==> src/rtl/irq_pkg.sv <==
// Shared constants for the interrupt controller: CPU register map and ACTIVE layout.
package irq_pkg;
  localparam int REG_W = 8;

  localparam logic [2:0] IRQ_STATUS = 3'd0;
  localparam logic [2:0] IRQ_MASK   = 3'd1;
  localparam logic [2:0] IRQ_MODE   = 3'd2;
  localparam logic [2:0] IRQ_POL    = 3'd3;
  localparam logic [2:0] IRQ_ACTIVE = 3'd4;
  localparam logic [2:0] IRQ_SWTRIG = 3'd5;

  localparam int ACT_VLD_BIT = 7;
endpackage

==> src/rtl/irq_controller_if.sv <==
// CPU register-bus interface of the interrupt controller.
interface irq_controller_if;
  logic       cs;
  logic       rw;
  logic [2:0] addr;
  logic [7:0] data_in;
  logic [7:0] data_out;

  modport master (output cs, rw, addr, data_in, input data_out);
  modport slave  (input cs, rw, addr, data_in, output data_out);
endinterface

==> src/rtl/irq_prio_enc.sv <==
// Lowest-set-bit encoder: the lowest source index has the highest priority.
module irq_prio_enc #(
  parameter int NUM_SRC = 8
) (
  input  logic [NUM_SRC-1:0] req_i,
  output logic               vld_o,
  output logic [2:0]         idx_o
);
  always_comb begin
    vld_o = |req_i;
    idx_o = '0;
    // Scan downward so the lowest asserted index is written last.
    for (int i = NUM_SRC - 1; i >= 0; i--) begin
      if (req_i[i]) idx_o = 3'(i);
    end
  end
endmodule

==> src/rtl/irq_controller.sv <==
// Interrupt controller: synchronise, polarity/edge-level qualify, latch, mask and
// drive a registered active-low IRQ line; small CPU register file on the side.
module irq_controller
  import irq_pkg::*;
#(
  parameter int NUM_SRC = 8
) (
  input  logic               clk,
  input  logic               rst,
  irq_controller_if.slave    bus,
  input  logic [NUM_SRC-1:0] irq_src,
  output logic               irqb
);
  logic [NUM_SRC-1:0] sync1_q, sync2_q, prev_q;
  logic [NUM_SRC-1:0] pend_q, pend_d, mask_q, mask_d;
  logic [NUM_SRC-1:0] mode_q, mode_d, pol_q, pol_d;
  logic [REG_W-1:0]   active_q, active_d;
  logic               irqb_q, irqb_d;

  logic [NUM_SRC-1:0] s, set, clr, wdat, req;
  logic               wr, enc_vld;
  logic [2:0]         enc_idx;

  assign s    = sync2_q ^ pol_q;
  assign wr   = bus.cs & ~bus.rw;
  assign wdat = bus.data_in[NUM_SRC-1:0];
  assign req  = pend_q & mask_q;

  irq_prio_enc #(.NUM_SRC(NUM_SRC)) u_enc (
    .req_i (req),
    .vld_o (enc_vld),
    .idx_o (enc_idx)
  );

  always_comb begin
    set = (mode_q & s & ~prev_q) | (~mode_q & s);
    clr = '0;
    if (wr && bus.addr == IRQ_SWTRIG) set = set | wdat;
    if (wr && bus.addr == IRQ_STATUS) clr = wdat;
    // Set is applied after clear so a coincident new event is never lost.
    pend_d = (pend_q & ~clr) | set;

    mask_d = (wr && bus.addr == IRQ_MASK) ? wdat : mask_q;
    mode_d = (wr && bus.addr == IRQ_MODE) ? wdat : mode_q;
    pol_d  = (wr && bus.addr == IRQ_POL)  ? wdat : pol_q;

    active_d              = '0;
    active_d[ACT_VLD_BIT] = enc_vld;
    active_d[2:0]         = enc_idx;
    irqb_d                = ~|req;
  end

  always_comb begin
    bus.data_out = '0;
    if (bus.cs && bus.rw) begin
      case (bus.addr)
        IRQ_STATUS: bus.data_out = REG_W'(pend_q);
        IRQ_MASK:   bus.data_out = REG_W'(mask_q);
        IRQ_MODE:   bus.data_out = REG_W'(mode_q);
        IRQ_POL:    bus.data_out = REG_W'(pol_q);
        IRQ_ACTIVE: bus.data_out = active_q;
        default:    bus.data_out = '0;
      endcase
    end
  end

  always_ff @(posedge clk) begin
    if (rst) begin
      sync1_q  <= '0;
      sync2_q  <= '0;
      prev_q   <= '0;
      pend_q   <= '0;
      mask_q   <= '0;
      mode_q   <= '0;
      pol_q    <= '0;
      active_q <= '0;
      irqb_q   <= 1'b1;
    end else begin
      sync1_q  <= irq_src;
      sync2_q  <= sync1_q;
      prev_q   <= s;
      pend_q   <= pend_d;
      mask_q   <= mask_d;
      mode_q   <= mode_d;
      pol_q    <= pol_d;
      active_q <= active_d;
      irqb_q   <= irqb_d;
    end
  end

  assign irqb = irqb_q;
endmodule

==> src/flat_wrapper.sv <==
// flat-port wrapper written by rule: the top's interface ports become plain ports
module irq_controller_flat import irq_pkg::*;
#(
  parameter int NUM_SRC = 8
)
  (clk, rst, irq_src, irqb, bus_cs, bus_rw, bus_addr, bus_data_in, bus_data_out);
  irq_controller_if bus_i ();
  input  logic clk;
  input  logic rst;
  input  logic [NUM_SRC-1:0] irq_src;
  output logic irqb;
  input wire logic [$bits(bus_i.cs)-1:0] bus_cs;
  input wire logic [$bits(bus_i.rw)-1:0] bus_rw;
  input wire logic [$bits(bus_i.addr)-1:0] bus_addr;
  input wire logic [$bits(bus_i.data_in)-1:0] bus_data_in;
  output wire logic [$bits(bus_i.data_out)-1:0] bus_data_out;
  assign bus_i.cs = bus_cs;
  assign bus_i.rw = bus_rw;
  assign bus_i.addr = bus_addr;
  assign bus_i.data_in = bus_data_in;
  assign bus_data_out = bus_i.data_out;
  irq_controller #(.NUM_SRC(NUM_SRC)) u_core (.clk(clk), .rst(rst), .bus(bus_i), .irq_src(irq_src), .irqb(irqb));
endmodule
==> config.mk <==
export PLATFORM = sky130hd
export DESIGN_NAME = irq_controller_flat
export DESIGN_NICKNAME = d
export VERILOG_FILES = /design/src/rtl/irq_pkg.sv /design/src/rtl/irq_controller_if.sv /design/src/rtl/irq_prio_enc.sv /design/src/rtl/irq_controller.sv /design/src/flat_wrapper.sv
export SDC_FILE = /design/constraint.sdc
export NUM_CORES = 1
export LEC_CHECK = 0
export ABC_CLOCK_PERIOD_IN_PS = 1900
export CAP_MARGIN = 20
export CORE_MARGIN = 8
export CORE_UTILIZATION = 45
export CTS_CLUSTER_DIAMETER = 60
export DETAILED_ROUTE_END_ITERATION = 16
export DONT_BUFFER_PORTS = 1
export SLEW_MARGIN = 20
export SYNTH_ARGS = -nofsm -noshare
export SYNTH_HDL_FRONTEND = slang
export SYNTH_SLANG_ARGS = --single-unit
==> constraint.sdc <==
create_clock -name clk -period 1.9 [get_ports clk]
set_clock_uncertainty 0.1 [all_clocks]
set_input_delay 0.38 -clock clk [delete_from_list [all_inputs] [get_ports clk]]
set_output_delay 0.38 -clock clk [all_outputs]
set_load 0.02 [all_outputs]
Word level (Yosys, flattened, before mapping)
Cells that the tools add are included.

Register bits after elaboration: 65. Input bits: 23. Output and inout port bits: 9.

Eq/ne operators: 5. Mux-type cells: 11. Bitwise operators: 14. Reduce and logical (&&, ||, !) cells: 12.

Operator list (count): 8-bit AND (5); 8-bit one-hot mux with 5 select lines (1); 8-bit two-way mux (3); 8-bit inverter (3); 8-bit OR (3); 3-bit two-way mux (7); 8-bit OR reduction (1); 8-bit XOR (1); 3-bit by 2-bit equality test with 1-bit output, second input constant (2); 3-bit equality test, second input constant (2); 1-bit logical AND (6); 5-bit OR reduction (1); 3-bit by 1-bit equality test with 1-bit output, second input constant (1); 3-bit logical NOT (1); 3-bit OR reduction (1); 2-bit OR reduction (1); 1-bit AND (1); 1-bit logical NOT (1); 1-bit inverter (1).

Logic depth before layout (Yosys ltp)
Gate-level depths: netlist (run 1).

Depth after elaboration: 8. Gate-level depth with buffers: 6. Depth with buffers taken out: 4.

By module
A second synthesis (run 1) with hierarchy kept.

Cell total of the unflattened synthesis: 300. Area total of the unflattened synthesis: 2787.7 um2.

Modules (own cells, without submodules): irq_controller (instances 1, cells each 287, area an instance 2706.3 um2, seq. area each 1221.2 um2); irq_prio_enc (instances 1, cells each 13, area an instance 81.3 um2, seq. area each 0.0 um2).

Least setup slack after synthesis (run 1)
Ideal clock, no wire load.

Path kind: in2out. Start: in bus_addr[1]. End: out bus_data_out[5]. Arrival time: 1.687 ns. Data required time: 1.420 ns. Setup slack: -0.267 ns. Cell stages on the path: 5. Path buffers: 2. Path through: buf_2 -> buf_2 -> o21ai_0 -> nand3_1 -> nor3b_1.

Word-level cells in the longest chain between the ends: 3.

RTL lines: start: declaration (RTL line flat_wrapper.sv:14) `input wire logic [$bits(bus_i.addr)-1:0] bus_addr;`; 3-bit equality test (tied with other cells) (RTL line irq_controller.sv:56) `case (bus.addr)`; 8-bit one-hot mux with 5 select lines * (RTL line irq_controller.sv:56); 8-bit two-way mux * (RTL line irq_controller.sv:55) `if (bus.cs && bus.rw) begin`; end: declaration (RTL line flat_wrapper.sv:16) `output wire logic [$bits(bus_i.data_out)-1:0] bus_data_out;`.

Mark *: on every way between the ends. The rest lies on a longest branch, timed or not.

Worst setup path in the final report (run 1)
Start: reg u_core.pend_q[5]. End: out bus_data_out[5].

Word-level cells in the longest chain between the ends: 2.

RTL lines: start: declaration (RTL line irq_controller.sv:15) `logic [NUM_SRC-1:0] pend_q, pend_d, mask_q, mask_d;`; start signal: assignment (RTL line irq_controller.sv:82) `pend_q <= pend_d;`; 8-bit one-hot mux with 5 select lines (RTL line irq_controller.sv:56); 8-bit two-way mux (RTL line irq_controller.sv:55).

Every way passes these cells.

==> metrics.yaml, run 1 <==
status:
  outcome: "finished, final reports clean"
synthesis:
  synth_cell_type_count: 32
  syn_area_um2: 2540
  seq_area_frac_synth: 0.481
  syn_nets: 287
  syn_inst: 264
  synth.ff_latch_count: 61
  synth_area_per_cell_um2: 9.61
  ys.warnings.count: 0
floorplan:
  core_um2: 5470
  dieArea_um2: 8290
  io_pins: 32
  rows: 27
  die_w_um: 91.1
  die_y_um: 91.1
  start_util: 0.463
cells_and_area:
  final_layout_size_suffix_gt1_frac: 0.157
  finalNonFillerCells: 352
  multi_input_area_um2: 1290
  final_net_count: 298
  final_core_util: 0.546
  n_antenna_cell: 0
  area_growth_pct: 17.8
  regArea_um2: 1220
  fill_cells: 516
min_path:
  min_path_type: "in -> reg"
  worstHoldStart: "rst"
  hold_end: "u_core.sync2_q[4]$_SDFF_PP0_"
  holdPathStages: 1
drt:
  vias_per_cell: 5.47
  firstDrtPassIters: 4
  wl_um: 6280
  vias: 1925
  drc: 0
  ant_nets: 0
  drt_iter0_markers: 110
  routedWlPerCell_um: 17.9
critical_path:
  timing.critical_path.max_delay_family: "multiplexers"
  timing.rr.end: "u_core.active_q[0]$_SDFF_PP0_"
  worstPathRequired_ps: 1420
  crit_path_start_kind: "flip-flop"
  cpMaxStageDelayCell: "mux4_2"
  r2r_setup_slack_ps: 510
  crit_path_end_kind: "primary output"
  path_cells: "mux4_2 -> nor3b_4"
  slowest_delay_ps: 470
  r2r_start: "u_core.pend_q[6]$_SDFF_PP0_"
  r2r_cells: 4
  arrival_ps: 1350
  criticalPathCategory: "reg -> out"
  crit_buf_inv: 0
  cp_max_fo: 4
power:
  switching_share: 0.198
  p_int_uw: 2370
  leakage_uw: 0.00118
  power_switching_uw: 587
  vdd_drop_max_mv: 0.762
  clkPwrFrac: 0.496
  pwr-share-comb: 0.049
  p_per_area_nw_per_um2: 992
  sequentialPowerShare: 0.455
placement:
  place.gp.congestion: 0.839
  hpwl_um: 3820
  dpl.cell_count: 332
  numPortBuffers: 0
clocking:
  htree_num_levels: 3
  clkTransAtPathRegs_ps: 60
  clkLatencyLatePin_ps: 330
  numClockSinks: 61
  postCtsHoldBufs: 1
  clockBufferDepth: 2
  cts_tree: "done"
  post-cts-setup-buffers: 0
  cts_buffers: 9
  cts.repair.resized: 0
  root_buffer: "clkbuf_8"
timing:
  drv_slew: 0
  slew_headroom: 0.372
  fin_crit_sh: 0.961
  setup_violations: 0
  hold_viol: 0
  setup_tns_ps: 0
  rsz0062_at_grt: "false"
  max_freq_mhz: 548
  min_period_ps: 1830
  worst_slew_pin_slew_ps: 939
global_route:
  grt_max_degree: 60
  antenna_found_initial: 0
  grt_pass1_wl_um: 9600
  grt_pass1_vias: 1768
  grt_usage: 0.148
  grt_overflow: 0
job:
  maxCapViolCount: 0
-- Yosys cell counts --
master / number / area, µm²
a41oi_1: 1 / 8.76
nor4_4: 1 / 21.3
nand2b_4: 1 / 13.8
nand4b_1: 1 / 8.76
nand2b_1: 9 / 56.3
a32o_1: 1 / 10.0
nor3b_1: 4 / 30.0
dfxtp_1: 61 / 1220
and4_1: 1 / 8.76
a41o_1: 1 / 10.0
nor3b_2: 1 / 12.5
mux2i_1: 24 / 240
a221o_1: 8 / 80.1
or3_1: 1 / 6.26
buf_4: 2 / 15.0
nor2_1: 31 / 116
a222oi_1: 1 / 10.0
nor3_4: 1 / 16.3
xnor2_1: 8 / 70.1
clkbuf_1: 6 / 22.5
nand2_1: 27 / 101
nor2b_1: 17 / 106
buf_6: 2 / 22.5
o22a_1: 2 / 17.5
o21ai_0: 1 / 5.00
a22oi_1: 5 / 37.5
nand3_1: 11 / 55.1
mux4_2: 2 / 45.0
and2_1: 1 / 6.26
a21oi_1: 26 / 130
or2_2: 1 / 6.26
buf_2: 5 / 25.0
-- layer usage --
| metal | up-vias | part of all wire | GRT usage |
|---|---|---|---|
| met1 | 908 | 0.48 | 0.197 |
| met4 | 0 | 0.014 | 0.0573 |
| met2 | 62 | 0.43 | 0.203 |
| li1 | 947 | - | - |
| met5 | - | 0 | 0 |
| met3 | 8 | 0.081 | 0.0658 |
-- layout by cell type (no fill, tap or decap), drive strengths merged --
cell type	instances
or2	1
nor2	31
bufinv	3
buf	11
a41oi	1
a41o	1
a32o	1
nand3	11
nand2	27
xnor2	8
nand2b	10
o22a	2
clkbuf	13
dlygate4sd3	4
and4	1
and2	1
mux4	2
a22oi	5
mux2i	24
a21oi	26
nor3b	5
dfxtp	61
nor4	1
or3	1
a222oi	1
nor2b	17
a221o	8
nor3	1
nand4b	1
o21ai	1
-- how the worst max path moves through the flow --
| stage | startpoint | to | slack [ps] | cells past startpoint |
|---|---|---|---|---|
| after floorplan | bus_addr[1] | bus_data_out[5] | 0.3 | 5 |
| after global placement | bus_addr[0] | bus_data_out[1] | 210 | 5 |
| after detailed placement | bus_addr[0] | u_core.pend_q[4]$_SDFF_PP0_ | 230 | 5 |
| after CTS | u_core.pend_q[5]$_SDFF_PP0_ | bus_data_out[5] | 70 | 2 |
| after global routing | u_core.mask_q[7]$_SDFFE_PP0P_ | bus_data_out[7] | 3 | 5 |
| final | u_core.pend_q[5]$_SDFF_PP0_ | bus_data_out[5] | 70 | 2 |
-- area by class of cell --
cell class,count,area share
clock buffer,13,0.0566
clock inverter,3,0.0302
multi-input combinational,188,0.433
sequential,61,0.409
tap,72,0.0302
timing repair buffer,15,0.0411
-- flip-flops by register name, summed over array words and instances, names as in the netlist --
name / cells
u_core.active_q: 4
u_core.irqb: 1
u_core.mask_q: 8
u_core.mode_q: 8
u_core.pend_q: 8
u_core.pol_q: 8
u_core.prev_q: 8
u_core.sync1_q: 8
u_core.sync2_q: 8
-- power by group through the flow --
| stage | Clock, µW | Sequential [µW] | Combinational [µW] |
|---|---|---|---|
| after floorplan | 0 | 1370 | 134 |
| after global placement | 0 | 1380 | 121 |
| after detailed placement | 0 | 1380 | 122 |
| after CTS | 1500 | 1350 | 125 |
| after global routing | 1580 | 1350 | 158 |
| final | 1470 | 1350 | 145 |
-- worst reg2reg max path: stages (launching register included) --
cell and delay (ps):
dfxtp_1 370, nand2_1 100, a32o_1 270, a222oi_1 330, nor2_1 90
-- cells by family (layout without fill, tap and decap cells) --
group | count (synthesis) | after routing | synth area share
AO/OA/AOI/OAI | 46 | 46 | 0.122
multiplexers | 26 | 26 | 0.112
flip-flops | 61 | 61 | 0.481
buffers and inverters | 15 | 31 | 0.0335
XOR/XNOR | 8 | 8 | 0.0276
AND/OR/NAND/NOR | 108 | 108 | 0.223
-- metrics by stage --
stage	power, µW	hold WS (ps)	instance area, µm²	worst slack (ps)
floorplan	1500	314	2600	0.340
global placement	1500	317	2690	213
detailed placement	1500	320	2690	227
CTS	2970	1.94	2960	67.0
global route	3090	4.03	2990	3.36
finish	2960	29.1	2990	74.6
Note: power is estimated with default switching activity, not from simulation.
==> run 2, diff against run 1 <==
--- a/config.mk
+++ b/config.mk
@@ -12,6 +12,7 @@
 export CTS_CLUSTER_DIAMETER = 60
 export DETAILED_ROUTE_END_ITERATION = 16
 export DONT_BUFFER_PORTS = 1
+export PLACE_DENSITY = 0.62
 export SLEW_MARGIN = 20
 export SYNTH_ARGS = -nofsm -noshare
 export SYNTH_HDL_FRONTEND = slang
==> run 2 against run 1 <==
Effect of this change:
- sequential power hardly changed
- combinational power barely moved
- flip-flop and latch count unchanged
- register-to-register slack better by 20 ps
- routed wire length rose by 0.41%
- via count shrank 0.10%
- critical path depth stayed put
- critical endpoint is now bus_data_out[6]
- global-route usage grew 0.87 points
==> metrics.yaml, run 2 (synthesized netlist as in run 1, its figures left out) <==
status:
  outcome: "finished, final reports clean"
global_route:
  grt_overflow: 0  # unchanged
  grt_usage: 0.157  # +0.00871
  antenna_found_initial: 0  # unchanged
  grt_pass1_wl_um: 10100  # +5.1%
  grt_pass1_vias: 1869  # +5.7%
  grt_max_degree: 42  # -30%
timing:
  slew_headroom: 0.613  # +0.241
  hold_viol: 0  # unchanged
  worst_slack_ps: 65.7  # -8.91 ps
  setup_tns_ps: 0  # unchanged
  setup_violations: 0  # unchanged
  rsz0062_at_grt: "false"
  fin_crit_sh: 0.965  # +0.00469
  min_period_ps: 1830  # +8.91 ps
  max_freq_mhz: 545  # -0.49%
  worst_slew_pin_slew_ps: 581  # -358 ps
  drv_slew: 0  # unchanged
clocking:
  clkTransAtPathRegs_ps: 70  # about the same
  cts_tree: "done"
  post-cts-setup-buffers: 0  # unchanged
  cts_buffers: 9  # unchanged
  clockBufferDepth: 2  # unchanged
  numClockSinks: 61  # unchanged
  root_buffer: "clkbuf_8"
  clkLatencyLatePin_ps: 340  # about the same
  htree_num_levels: 3  # unchanged
floorplan:
  start_util: 0.463  # unchanged
  die_w_um: 91.1  # unchanged
  dieArea_um2: 8290  # unchanged
  io_pins: 32  # unchanged
  rows: 27  # unchanged
  core_um2: 5470  # unchanged
  die_y_um: 91.1  # unchanged
critical_path:
  cpMaxStageDelayCell: "mux4_2"
  crit_path_end_kind: "primary output"
  worstPathRequired_ps: 1420  # about the same
  cp_max_fo: 3  # -1
  criticalPathCategory: "reg -> out"
  path_cells: "mux4_2 -> nor3b_4"
  arrival_ps: 1350  # about the same
  slowest_delay_ps: 480  # about the same
  crit_path_start_kind: "flip-flop"
placement:
  dp_slack_ps: 194  # -33.1 ps
  place.gp.congestion: 0.903  # +7.6%
  hpwl_um: 4000  # +4.7%
  numPortBuffers: 0  # unchanged
power:
  leakage_uw: 0.00118  # about the same
  p_per_area_nw_per_um2: 965  # -2.7%
  power_uw: 2900  # -2.0%
  vdd_drop_max_mv: 0.651  # -15%
drt:
  ant_nets: 0  # unchanged
  drt_iter0_markers: 182  # +65%
  vias_per_cell: 5.43  # -0.67%
  wl_um: 6310  # +0.41%
  routedWlPerCell_um: 17.8  # -0.15%
  vias: 1923  # -0.10%
  drc: 0  # unchanged
  firstDrtPassIters: 4  # unchanged
min_path:
  min_path_type: "in -> reg"
cells_and_area:
  final_cell_mix: "dfxtp_1 (61), nor2_1 (29), nand2_1 (27)"
  final_common_cell: "dfxtp_1"
  final_net_count: 300  # +0.67%
  n_antenna_cell: 0  # unchanged
  final_layout_size_suffix_gt1_frac: 0.160  # +0.00243
  final_core_util: 0.550  # +0.00389
  area_growth_pct: 18.6
job:
  maxCapViolCount: 0  # unchanged
## run 2: cell types whose count changed in the layout (fill, tap and decap cells not counted)
cell | before | now
clkbuf_8 | 12 | 10
clkinvlp_4 | 0 | 2
dlygate4sd3_1 | 4 | 6
buf_12 | 0 | 1
buf_4 | 11 | 10
clkbuf_1 | 1 | 0
clkinv_2 | 0 | 1
## run 2: worst max-delay path: cells and delay by family, from the launching register on
family           cells  cell delay, ps
muxes                1             480
and+or+nand+nor      1             190
DFF                  1             340
## run 2: area by class of cell
class                      count  area (µm²)
fill                         518        2460
multi-input combinational    188        1290
sequential                    61        1220
timing repair buffer          17         155
clock buffer                  10         138
clock inverter                 6         110
tap                           72        90.1
## run 2: per-layer routing
layer  global-route usage  share of wire  vias to the layer above  routed length (µm)
li1                     -              -                      950                   -
met1                0.194           0.46                      902                2870
met2                0.235           0.45                       58                2840
met3               0.0510          0.073                       13                 461
met4               0.0873          0.022                        0                 137
met5                    0              0                        -                   0
## run 2: path summary, 6_finish.rpt
path                            cells after the start                             to                    startpoint  slack (ps)
worst max-delay path                                2                bus_data_out[6]  u_core.pol_q[6]$_SDFFE_PP0P_          70
worst min-delay path                                1    u_core.prev_q[6]$_SDFF_PP0_                           rst          30
worst max register to register                      4  u_core.active_q[0]$_SDFF_PP0_   u_core.pend_q[6]$_SDFF_PP0_         530
worst min register to register                      1   u_core.sync2_q[6]$_SDFF_PP0_  u_core.sync1_q[6]$_SDFF_PP0_         330
## run 2: report_power, final
part / total (µW) / internal, µW / switching (µW)
clock network: 1410 / 904 / 503
registers: 1350 / 1320 / 27.9
logic: 146 / 78.2 / 68.1
total: 2900 / 2300 / 600
## run 2: through the flow
stage                     instance area [µm²]  instances  hold WS, ps
final                                    3010        354         25.2
after global routing                     3010        354         10.8
after CTS                                3000        353        0.762
after detailed placement                 2700        332          323
after global placement                   2700        332          319
after floorplan                          2600        264          314
## run 2: what timing repair did
| action | 4_1_cts | 5_1_grt |
|---|---|---|
| gates resized for setup | 0 | 0 |
| hold buffers | 5 | 1 |
| endpoints found under the setup margin | 0 | 0 |
| endpoints found under the hold margin | 11 | 3 |
==> run 3, diff against run 2 <==
--- a/config.mk
+++ b/config.mk
@@ -5,8 +5,10 @@
 export SDC_FILE = /design/constraint.sdc
 export NUM_CORES = 1
 export LEC_CHECK = 0
+export ABC_AREA = 1
 export ABC_CLOCK_PERIOD_IN_PS = 1900
-export CAP_MARGIN = 20
+export CAP_MARGIN = 40
+export CORE_ASPECT_RATIO = 0.75
 export CORE_MARGIN = 8
 export CORE_UTILIZATION = 45
 export CTS_CLUSTER_DIAMETER = 60
==> run 3 against run 2 <==
Effect of this change:
- routed wire length decreased by 4.0%
- combinational power grew 23%
- largest power group is now registers
- sequential power hardly changed
- via count rose by 9.9%
- area after synthesis increased by 2.7%
- non-clock buffer count up 1
==> metrics.yaml, run 3 <==
status:
  outcome: "finished, final reports clean"
global_route:
  antenna_found_initial: 0  # unchanged
  grt_usage: 0.153  # -0.00403
  grt_pass1_wl_um: 9940  # -1.5%
  grt_overflow: 0  # unchanged
  grt_max_degree: 31  # -26%
  grt_pass1_vias: 2069  # +11%
placement:
  numPortBuffers: 0  # unchanged
  dpl.cell_count: 425  # +28%
  place.gp.congestion: 0.845  # -6.4%
  hpwl_um: 3960  # -1.0%
timing:
  worst_slew_pin_slew_ps: 352  # -229 ps
  slew_headroom: 0.765  # +0.152
  drv_slew: 0  # unchanged
  setup_violations: 0  # unchanged
  hold_viol: 0  # unchanged
  max_freq_mhz: 573  # +5.1%
  setup_tns_ps: 0  # unchanged
  min_period_ps: 1750  # -89.2 ps
  fin_crit_sh: 0.918  # -0.0470
  holdWs_ps: 37.6  # +12.4 ps
  rsz0062_at_grt: "false"
synthesis:
  synthFlopType: "dfxtp_1"
  synth_most_common_cell: "nand2_1"
  synth_cell_type_count: 27  # -16%
  post-synth-top-area-fraction: 0.469  # -0.0127
  syn_inst: 342  # +30%
  synth_common_cells: "nand2_1 (72), dfxtp_1 (61), nor2_1 (50)"
  seq_area_frac_synth: 0.469  # -0.0127
  synth_top_cell_by_area: "dfxtp_1"
  ys.warnings.count: 0  # unchanged
  synth.ff_latch_count: 61  # unchanged
  synth_area_per_cell_um2: 7.62  # -21%
  async_flop_share: 0  # unchanged
  syn_nets: 365  # +27%
  synth-edff-count: 0  # unchanged
  syn_area_um2: 2600  # +2.7%
  synth_area_leaders: "dfxtp_1 (47%), nand2_1 (10%), a21oi_1 (8.1%), nor2_1 (7.2%), inv_1 (5.9%)"
floorplan:
  rows: 24  # -11%
  io_pins: 32  # unchanged
  dieArea_um2: 8500  # +2.5%
  start_util: 0.457  # -0.00684
  die_y_um: 81.9  # -10%
  core_um2: 5710  # +4.3%
  die_w_um: 104  # +14%
drt:
  drc: 0  # unchanged
  routedWlPerCell_um: 13.6  # -24%
  ant_nets: 0  # unchanged
  firstDrtPassIters: 4  # unchanged
  wl_um: 6060  # -4.0%
  drt_iter0_markers: 117  # -36%
  vias: 2113  # +9.9%
  vias_per_cell: 4.74  # -13%
min_path:
  worstHoldStart: "irq_src[0]"
  min_path_type: "in -> reg"
critical_path:
  r2r_start: "u_core.pend_q[2]$_SDFF_PP0_"
  criticalPathCategory: "in -> out"
  worstPathRequired_ps: 1420  # about the same
  arrival_ps: 1270  # -80 ps
  crit_path_start_kind: "primary input"
  startpoint: "bus_addr[1]"
  crit_path_end_kind: "primary output"
  cp_max_fo: 5  # +2
clocking:
  htree_num_levels: 3  # unchanged
  numClockSinks: 61  # unchanged
  cts_tree: "done"
  root_buffer: "clkbuf_8"
  clkTransAtPathRegs_ps: 60  # about the same
  clkLatencyLatePin_ps: 340  # about the same
  clockBufferDepth: 2  # unchanged
  cts_buffers: 9  # unchanged
cells_and_area:
  final_layout_size_suffix_gt1_frac: 0.147  # -0.0128
  regArea_um2: 1220  # unchanged
  n_antenna_cell: 0  # unchanged
  multi_input_area_um2: 1140  # -12%
  final_net_count: 386  # +29%
  area_growth_pct: 15.8
  fill_cells: 575  # +11%
  final_cell_mix: "nand2_1 (72), dfxtp_1 (61), nor2_1 (49)"
  final_common_cell: "nand2_1"
  finalNonFillerCells: 446  # +26%
job:
  maxCapViolCount: 0  # unchanged
power:
  p_per_area_nw_per_um2: 937  # -2.9%
  vdd_drop_max_mv: 0.433  # -34%
  leakage_uw: 0.00145  # +23%
-- run 3: cell type report --
class,instances,share of cell area
flip-flops and latches,61,0.405
multi-input cells,227,0.379
inverters,46,0.0581
clock buffers,13,0.0527
repair buffers,18,0.0506
well taps,78,0.0324
clock inverters,3,0.0224
-- run 3: cells by family (layout without fill, tap and decap cells) --
group	count (synthesis)	in the layout	synth area share
AND/OR/NAND/NOR	141	142	0.252
AO/OA/AOI/OAI	77	77	0.157
flip-flops	61	61	0.469
buffers and inverters	55	80	0.0956
XOR/XNOR	8	8	0.0269
-- run 3: routing by layer --
layer | vias up | GRT usage | share of wire
met5 | - | 0 | 0
met4 | 0 | 0.0518 | 0.0033
met3 | 2 | 0.0784 | 0.070
met2 | 49 | 0.246 | 0.46
met1 | 946 | 0.174 | 0.47
li1 | 1116 | - | -
-- run 3: worst paths after layout --
| path | slack [ps] | depth (start not counted) | end |
|---|---|---|---|
| min reg2reg | 300 | 2 | u_core.sync2_q[6]$_SDFF_PP0_ |
| max | 150 | 8 | bus_data_out[7] |
| max reg2reg | 720 | 6 | u_core.irqb$_SDFF_PP1_ |
| min | 40 | 2 | u_core.sync1_q[0]$_SDFF_PP0_ |
-- run 3: metrics by stage --
step                area, µm²   util  worst slack (ps)  power, µW
floorplan                2610      -               236       1510
global placement         2730  0.479               104       1540
detailed placement       2730  0.479               110       1540
CTS                      2990  0.524               105       2850
global route             3020  0.529              53.3       2950
finish                   3020  0.529               155       2830
-- run 3: critical path, cell delays in order --
cell and delay, ps:
inv_1 90, nand2_2 110, nor2_4 190, nand2_1 70, nand3_1 80, nor2_1 40
nor2_1 130, buf_4 170
-- run 3: timing repair --
| action | 4_1_cts | 5_1_grt |
|---|---|---|
| gates resized for setup | 0 | 1 |
| setup buffers | 0 | 1 |
| hold buffers | 2 | 1 |
| endpoints found under the hold margin | 30 | 1 |
| setup endpoints to repair | 0 | 2 |
-- run 3: power by group --
group          internal (µW)  switching [µW]  leakage [µW]  total (µW)
clock                    811             480      0.000110        1290
sequential              1330            28.0      0.000498        1360
combinational           66.7             113      0.000839         179
total                   2210             621       0.00145        2830
